[src/rtl/sipo_frame_deser.sv]
// sipo_frame_deser: parametrised serial-in/parallel-out frame deserializer
module sipo_frame_deser #(
  parameter int WIDTH = 8,
  parameter bit LSB_FIRST = 0,
  parameter int CW = $clog2(WIDTH)
) (
  input  logic             clk,
  input  logic             rst,
  input  logic             s_valid,
  input  logic             s_in,
  input  logic             clear,
  output logic [WIDTH-1:0] shift_q,
  output logic [WIDTH-1:0] p_out,
  output logic             p_valid,
  output logic             busy,
  output logic [CW-1:0]    bit_cnt
);
  logic [WIDTH-1:0] shift_d;
  logic             last;
  // next shift value for the configured bit order, and final-bit detect
  always_comb begin
    shift_d = LSB_FIRST ? {s_in, shift_q[WIDTH-1:1]} : {shift_q[WIDTH-2:0], s_in};
    last    = bit_cnt == CW'(WIDTH - 1);
  end
  // shift register, bit counter and completed-word capture; clear beats s_valid
  always_ff @(posedge clk or posedge rst) begin
    if (rst) begin
      shift_q <= '0;
      p_out   <= '0;
      p_valid <= 1'b0;
      bit_cnt <= '0;
    end else if (clear) begin
      shift_q <= '0;
      p_valid <= 1'b0;
      bit_cnt <= '0;
    end else begin
      p_valid <= s_valid && last;
      if (s_valid) begin
        shift_q <= shift_d;
        bit_cnt <= last ? '0 : bit_cnt + 1'b1;
        if (last) p_out <= shift_d;
      end
    end
  end
  assign busy = bit_cnt != '0;
endmodule

[config.mk]
export PLATFORM = sky130hd
export DESIGN_NAME = sipo_frame_deser
export DESIGN_NICKNAME = d
export VERILOG_FILES = /design/src/rtl/sipo_frame_deser.sv
export SDC_FILE = /design/constraint.sdc
export NUM_CORES = 1
export LEC_CHECK = 0
export CAP_MARGIN = 20
export CORE_MARGIN = 2
export CORE_UTILIZATION = 45
export CTS_CLUSTER_DIAMETER = 100
export CTS_CLUSTER_SIZE = 30
export DETAILED_ROUTE_END_ITERATION = 16
export PLACE_DENSITY = 0.77
export SKIP_CTS_REPAIR_TIMING = 1
export SYNTH_ARGS = -nofsm -noshare
export SYNTH_HDL_FRONTEND = slang
export SYNTH_SLANG_ARGS = --single-unit
export TNS_END_PERCENT = 100
[constraint.sdc]
create_clock -name clk -period 1.86 [get_ports clk]
set_clock_uncertainty 0.2 [all_clocks]
set_input_delay 0.186 -clock clk [delete_from_list [all_inputs] [get_ports clk]]
set_output_delay 0.186 -clock clk [all_outputs]
set_load 0.01 [all_outputs]
==> results.md, run 1 <==
- Share of layout cells above drive strength 1: 20.21%
- Max clock buf depth: 2
- Via count: 571
- CTS buffer count: 3
- Worst rel slew slack: 83.82%
- Antenna Violating Nets Remaining: 0
- Crit Path Class: register to register
- I/O pin count: 26
- RSZ-0062 raised after global routing: false
- Fin Hold WS: -16.26 ps
- Mapped Nets: 69
- Vias in the first global route: 570
- Routed WL: 1689 µm
- First-pass GRT wire length: 2601 µm
- Routed len/inst: 14.19 µm
- Yosys cell types: 11
- Worst Path Arrival: 1800 ps
- Layout filler cell count: 139
- Mapped Area: 860.8 µm²
- DRC viols: 0
- Max capacitance violation total: 0
- Maximum VDD drop: 0.4791 mV
- Die ar.: 2279 µm²
- #FFs+latches synth: 20
- Largest net degree at the start of global routing: 21
- Setup slack at placement: 181.6 ps
- H-tree depth: 1
- Starting Density: 48.79%
- Grt ovf: 0
- Tot GR Track Use: 16.76%
- Required @ worst endpoint: 1850 ps
- DR iter-0 viols: 1
- Critical path peak fanout: 9
- Port buffer count: 25
- Initial antenna violation count: 0
- Register area: 500.5 µm²
- Yosys warnings: 0
- Vias per inst: 4.798
- Post-synthesis sequential area ratio: 58.14%
- Fin. Hold Viols: 20
- Diode count: 0
- Iteration count of the initial detailed-routing pass: 3
- GP Congestion: 0.6701
- Cell area after layout: 1231 µm²
- Status: finished with violations
- Share of the clock period used by the worst path: 96.97%
- Area taken by multi-input logic gates: 334.1 µm²
- CP Launch Type: register
- HPWL after detailed placement: 1182 µm
- P_leak: 0.6607 nW
- Die X: 47.74 µm
- Area after DPL: 1161 µm²
- Layout area overhead: 43.02%
- Die Ht: 47.74 µm
- Final setup fails: 0
- Synth Area per Inst: 14.11 µm²
- Violations in the final reports: hold timing
- Crit path capture type: register
- Layout net count: 103
- Setup ws final: 56.27 ps
- Power Density: 730.0 nW/µm²
- Max-slew violation count: 0
- Min-Delay Path Class: input pin to asynchronous set/reset pin
- Reg clk slew, reported paths: 120 ps
- TritonCTS clock tree: yes
- CORE AREA: 1764 µm²
- Fmax: 554.4 MHz
- Worst-Skew Late Latency: 300 ps
- CTS Root Buffer Type: clkbuf_4
- Row count: 15
- Clk sinks: 20
- Worst slew pin tran: 242.7 ps
- Fin crit period: 1804 ps
- Synth Instances: 61
-- routing by layer --
metal | vias up | GRT usage [%] | part of all wire, % | wire, µm
li1 | 268 | - | - | -
met1 | 286 | 23.44 | 47 | 798
met2 | 17 | 26.40 | 48 | 815
met3 | 0 | 3.396 | 4.5 | 76
met4 | 0 | 4.865 | 0 | 0
met5 | - | 0 | 0 | 0
-- layout make-up --
type | instances | area share, %
sequential | 20 | 40.65
multi-input combinational | 35 | 27.13
timing repair buffer | 31 | 24.19
tap | 25 | 2.541
clock inverter | 1 | 2.439
clock buffer | 3 | 1.829
inverter | 4 | 1.220
-- critical path, cell delays in order (launching register included) --
cell	delay (ps)
dfrtp_1	420
buf_4	150
ha_1	200
ha_1	220
nand3b_4	190
mux2_4	320
-- state kept, by name (all words and copies together) (netlist names) --
| signal | cells |
|---|---|
| shift_q | 8 |
| p_out | 8 |
| p_valid | 1 |
| bit_cnt | 3 |
-- final timing paths --
check / from / to / slack [ps] / cells after the start
worst min-delay path: rst / shift_q[4] / -20 / 3
min in group clk: p_out[4] / p_out[4] / 330 / 1
worst min register to register: p_out[4] / p_out[4] / 330 / 1
worst max register to register: bit_cnt[0] / p_out[7] / 60 / 5
worst max-delay path: bit_cnt[0] / p_out[7] / 60 / 5
max in group asynchronous: rst / bit_cnt[2] / 1270 / 3
-- cell usage after synthesis, drive strengths merged --
master	number	share of area [%]
inv	4	1.7
nor2	11	4.8
mux2i	10	12
clkbuf	1	0.44
xnor2	1	1.0
buf	1	0.87
mux2	8	14
dfrtp	20	58
nand2b	1	0.73
ha	3	4.4
nand3b	1	2.3
-- where the power goes --
group	leakage, nW	switching, mW	internal, mW	total [mW]
registers	0.277	0.00779	0.442	0.450
clock network	0.0279	0.137	0.218	0.354
logic	0.356	0.0436	0.0510	0.0947
total	0.661	0.188	0.710	0.899
-- placed cells by master, fill, tap and decap left out, drive strengths merged --
master         instances
xnor2                  1
dlymetal6s2s           1
buf                    6
ha                     3
mux2                   8
dfrtp                 20
bufinv                 1
nor2                  11
mux2i                 10
nand2b                 1
clkbuf                 3
clkdlybuf4s50         24
nand3b                 1
inv                    4
-- metrics by stage --
step	utilization, %	cells	total power [mW]	TNS (ps)
after floorplan	-	61	0.4993	0
after global placement	65.82	113	0.5436	0
after detailed placement	65.82	113	0.5469	0
after CTS	68.79	117	0.9033	-120.1
after global routing	69.79	119	0.9291	0
final	69.79	119	0.8987	0
-- cells by family after synthesis --
| kind of cell | share of synthesized area [%] |
|---|---|
| flops | 58.14 |
| mux | 25.58 |
| simple gates | 7.849 |
| buf+inv | 3.052 |
| fa+ha+maj | 4.361 |
| xor+xnor | 1.018 |
Note: power is estimated with default switching activity, not from simulation.
==> run 2: changes to the inputs <==
Settings changed: ABC_AREA from default to 0, CELL_PAD_IN_SITES_DETAIL_PLACEMENT from default to 1, CELL_PAD_IN_SITES_GLOBAL_PLACEMENT from default to 1, CORE_ASPECT_RATIO from default to 0.9, CORE_UTILIZATION 45 to 35, PLACE_DENSITY 0.77 to default, PLACE_DENSITY_LB_ADDON from default to 0.1.
==> results.md, run 2 (synthesized netlist as in run 1, its figures left out) <==
- Crit Path Class: register to output port
- Row count: 17
- Largest net degree at the start of global routing: 21
- CTS buffer count: 3
- Post-Layout Cell Count: 120
- I/O pin count: 26
- Sw power: 176.5 µW
- Reg clk slew, reported paths: 110 ps
- Worst slew pin tran: 254.7 ps
- Clk sinks: 20
- CP Launch Type: register
- Iteration count of the initial detailed-routing pass: 2
- Worst-Skew Late Latency: 300 ps
- Fmax: 598.5 MHz
- GP Congestion: 0.6372
- Commonest non-fill, non-tap cell in the layout: clkdlybuf4s50_1
- Area after DPL: 1157 µm²
- CORE AREA: 2382 µm²
- Power Internal: 607.7 µW
- Starting Density: 36.13%
- WP buf/inv: 1
- Antenna Violating Nets Remaining: 0
- Setup TNS: 0 ps
- Tot GR Track Use: 14.25%
- Diode count: 0
- Origin of the critical flop-to-flop path: bit_cnt[0]
- H-tree depth: 1
- CTS Root Buffer Type: clkbuf_4
- Max-slew violation count: 0
- Via count: 556
- R2r endpoint: p_out[1]
- DRC viols: 0
- Comb power frac: 11.0%
- Max stage delay cell, worst path: clkdlybuf4s50_1
- TritonCTS clock tree: yes
- Flop pwr share: 57.3%
- Fin crit period: 1671 ps
- Status: completed
- Critical path peak fanout: 4
- Routed len/inst: 14.06 µm
- Layout area overhead: 39.83%
- Worst Reg-to-Reg Cells: 4
- Maximum VDD drop: 0.3886 mV
- Placed cells: 115
- Crit path capture type: output port
- Share of the clock period used by the worst path: 89.83%
- Routed WL: 1687 µm
- Die X: 56.28 µm
- Layout net count: 101
- Fin. Hold Viols: 0
- Slowest Stage Delay on Critical Path: 560 ps
- Initial antenna violation count: 0
- Worst Path Arrival: 1280 ps
- Delay-heaviest family, CP: buffers and inverters
- Required @ worst endpoint: 1470 ps
- R2r setup slk: 190 ps
- DR iter-0 viols: 3
- Max clock buf depth: 2
- Share of layout cells above drive strength 1: 18.48%
- Die ar.: 2873 µm²
- Power share of the clock group: 31.7%
- First-pass GRT wire length: 3049 µm
- Port buffer count: 25
- Die Ht: 51.05 µm
- Max capacitance violation total: 0
- Largest regs: p_out (8), shift_q (8), bit_cnt (3)
- Most frequent cells in the layout: 24 x clkdlybuf4s50_1, 20 x dfrtp_1, 11 x nor2_1
- Worst rel slew slack: 83.02%
- HPWL after detailed placement: 1182 µm
- Sw frac: 22.50%
- Final Util: 50.53%
- P_leak: 0.6438 nW
- Power Density: 651.5 nW/µm²
- Vias in the first global route: 644
- Vias per inst: 4.633
- RSZ-0062 raised after global routing: false
- Min-Delay Path Class: input pin to asynchronous set/reset pin
- CP cell instances: clkdlybuf4s50_1
- Final setup fails: 0
- Cell area after layout: 1204 µm²
- Grt ovf: 0
-- run 2: changes by cell type in the layout (fill, tap and decap cells not counted), sizes merged --
cell    change
clkbuf      +1
bufinv      -1
buf         -2
-- run 2: per-layer routing --
metal | up-vias | wire, µm | part of all wire [%] | global-route usage, %
met1 | 272 | 788 | 47 | 18.28
met3 | 2 | 108 | 6.4 | 6.076
met4 | 0 | 14 | 0.83 | 3.571
li1 | 262 | - | - | -
met5 | - | 0 | 0 | 0
met2 | 20 | 776 | 46 | 22.35
-- run 2: per-stage QoR --
stage                     power (mW)  hold slack, ps  setup slack (ps)
final                         0.7841           1.799             189.1
after global routing          0.8274           21.70             108.0
after CTS                     0.8028           3.201            -122.0
after detailed placement      0.5445           296.5             173.5
after global placement        0.5439           293.9             219.3
after floorplan               0.4993          -50.17             231.6
-- run 2: layout make-up --
cell class	count	area (µm²)
Fill cell	267	1179
Clock buffer	4	36.28
Inverter	4	15.01
Tap cell	28	35.03
Sequential cell	20	500.5
Timing Repair Buffer	29	282.8
Multi-Input combinational cell	35	334.1
-- run 2: power groups by stage --
stage	Sequential [mW]	Combinational (mW)	Clock (mW)
final	0.449	0.0861	0.249
after CTS	0.450	0.0865	0.266
after detailed placement	0.458	0.0861	0
after global placement	0.458	0.0861	0
after floorplan	0.461	0.0388	0
after global routing	0.451	0.0977	0.279
-- run 2: worst max-delay path by stage --
stage,from,to,slack [ps],depth (start not counted)
after floorplan,bit_cnt[0],p_out[1],230,4
after global placement,bit_cnt[0],p_out[1],220,4
after detailed placement,bit_cnt[0],p_out[7],170,4
after CTS,bit_cnt[0],busy,-120,4
after global routing,shift_q[5],shift_q[5],110,1
final,shift_q[5],shift_q[5],190,1
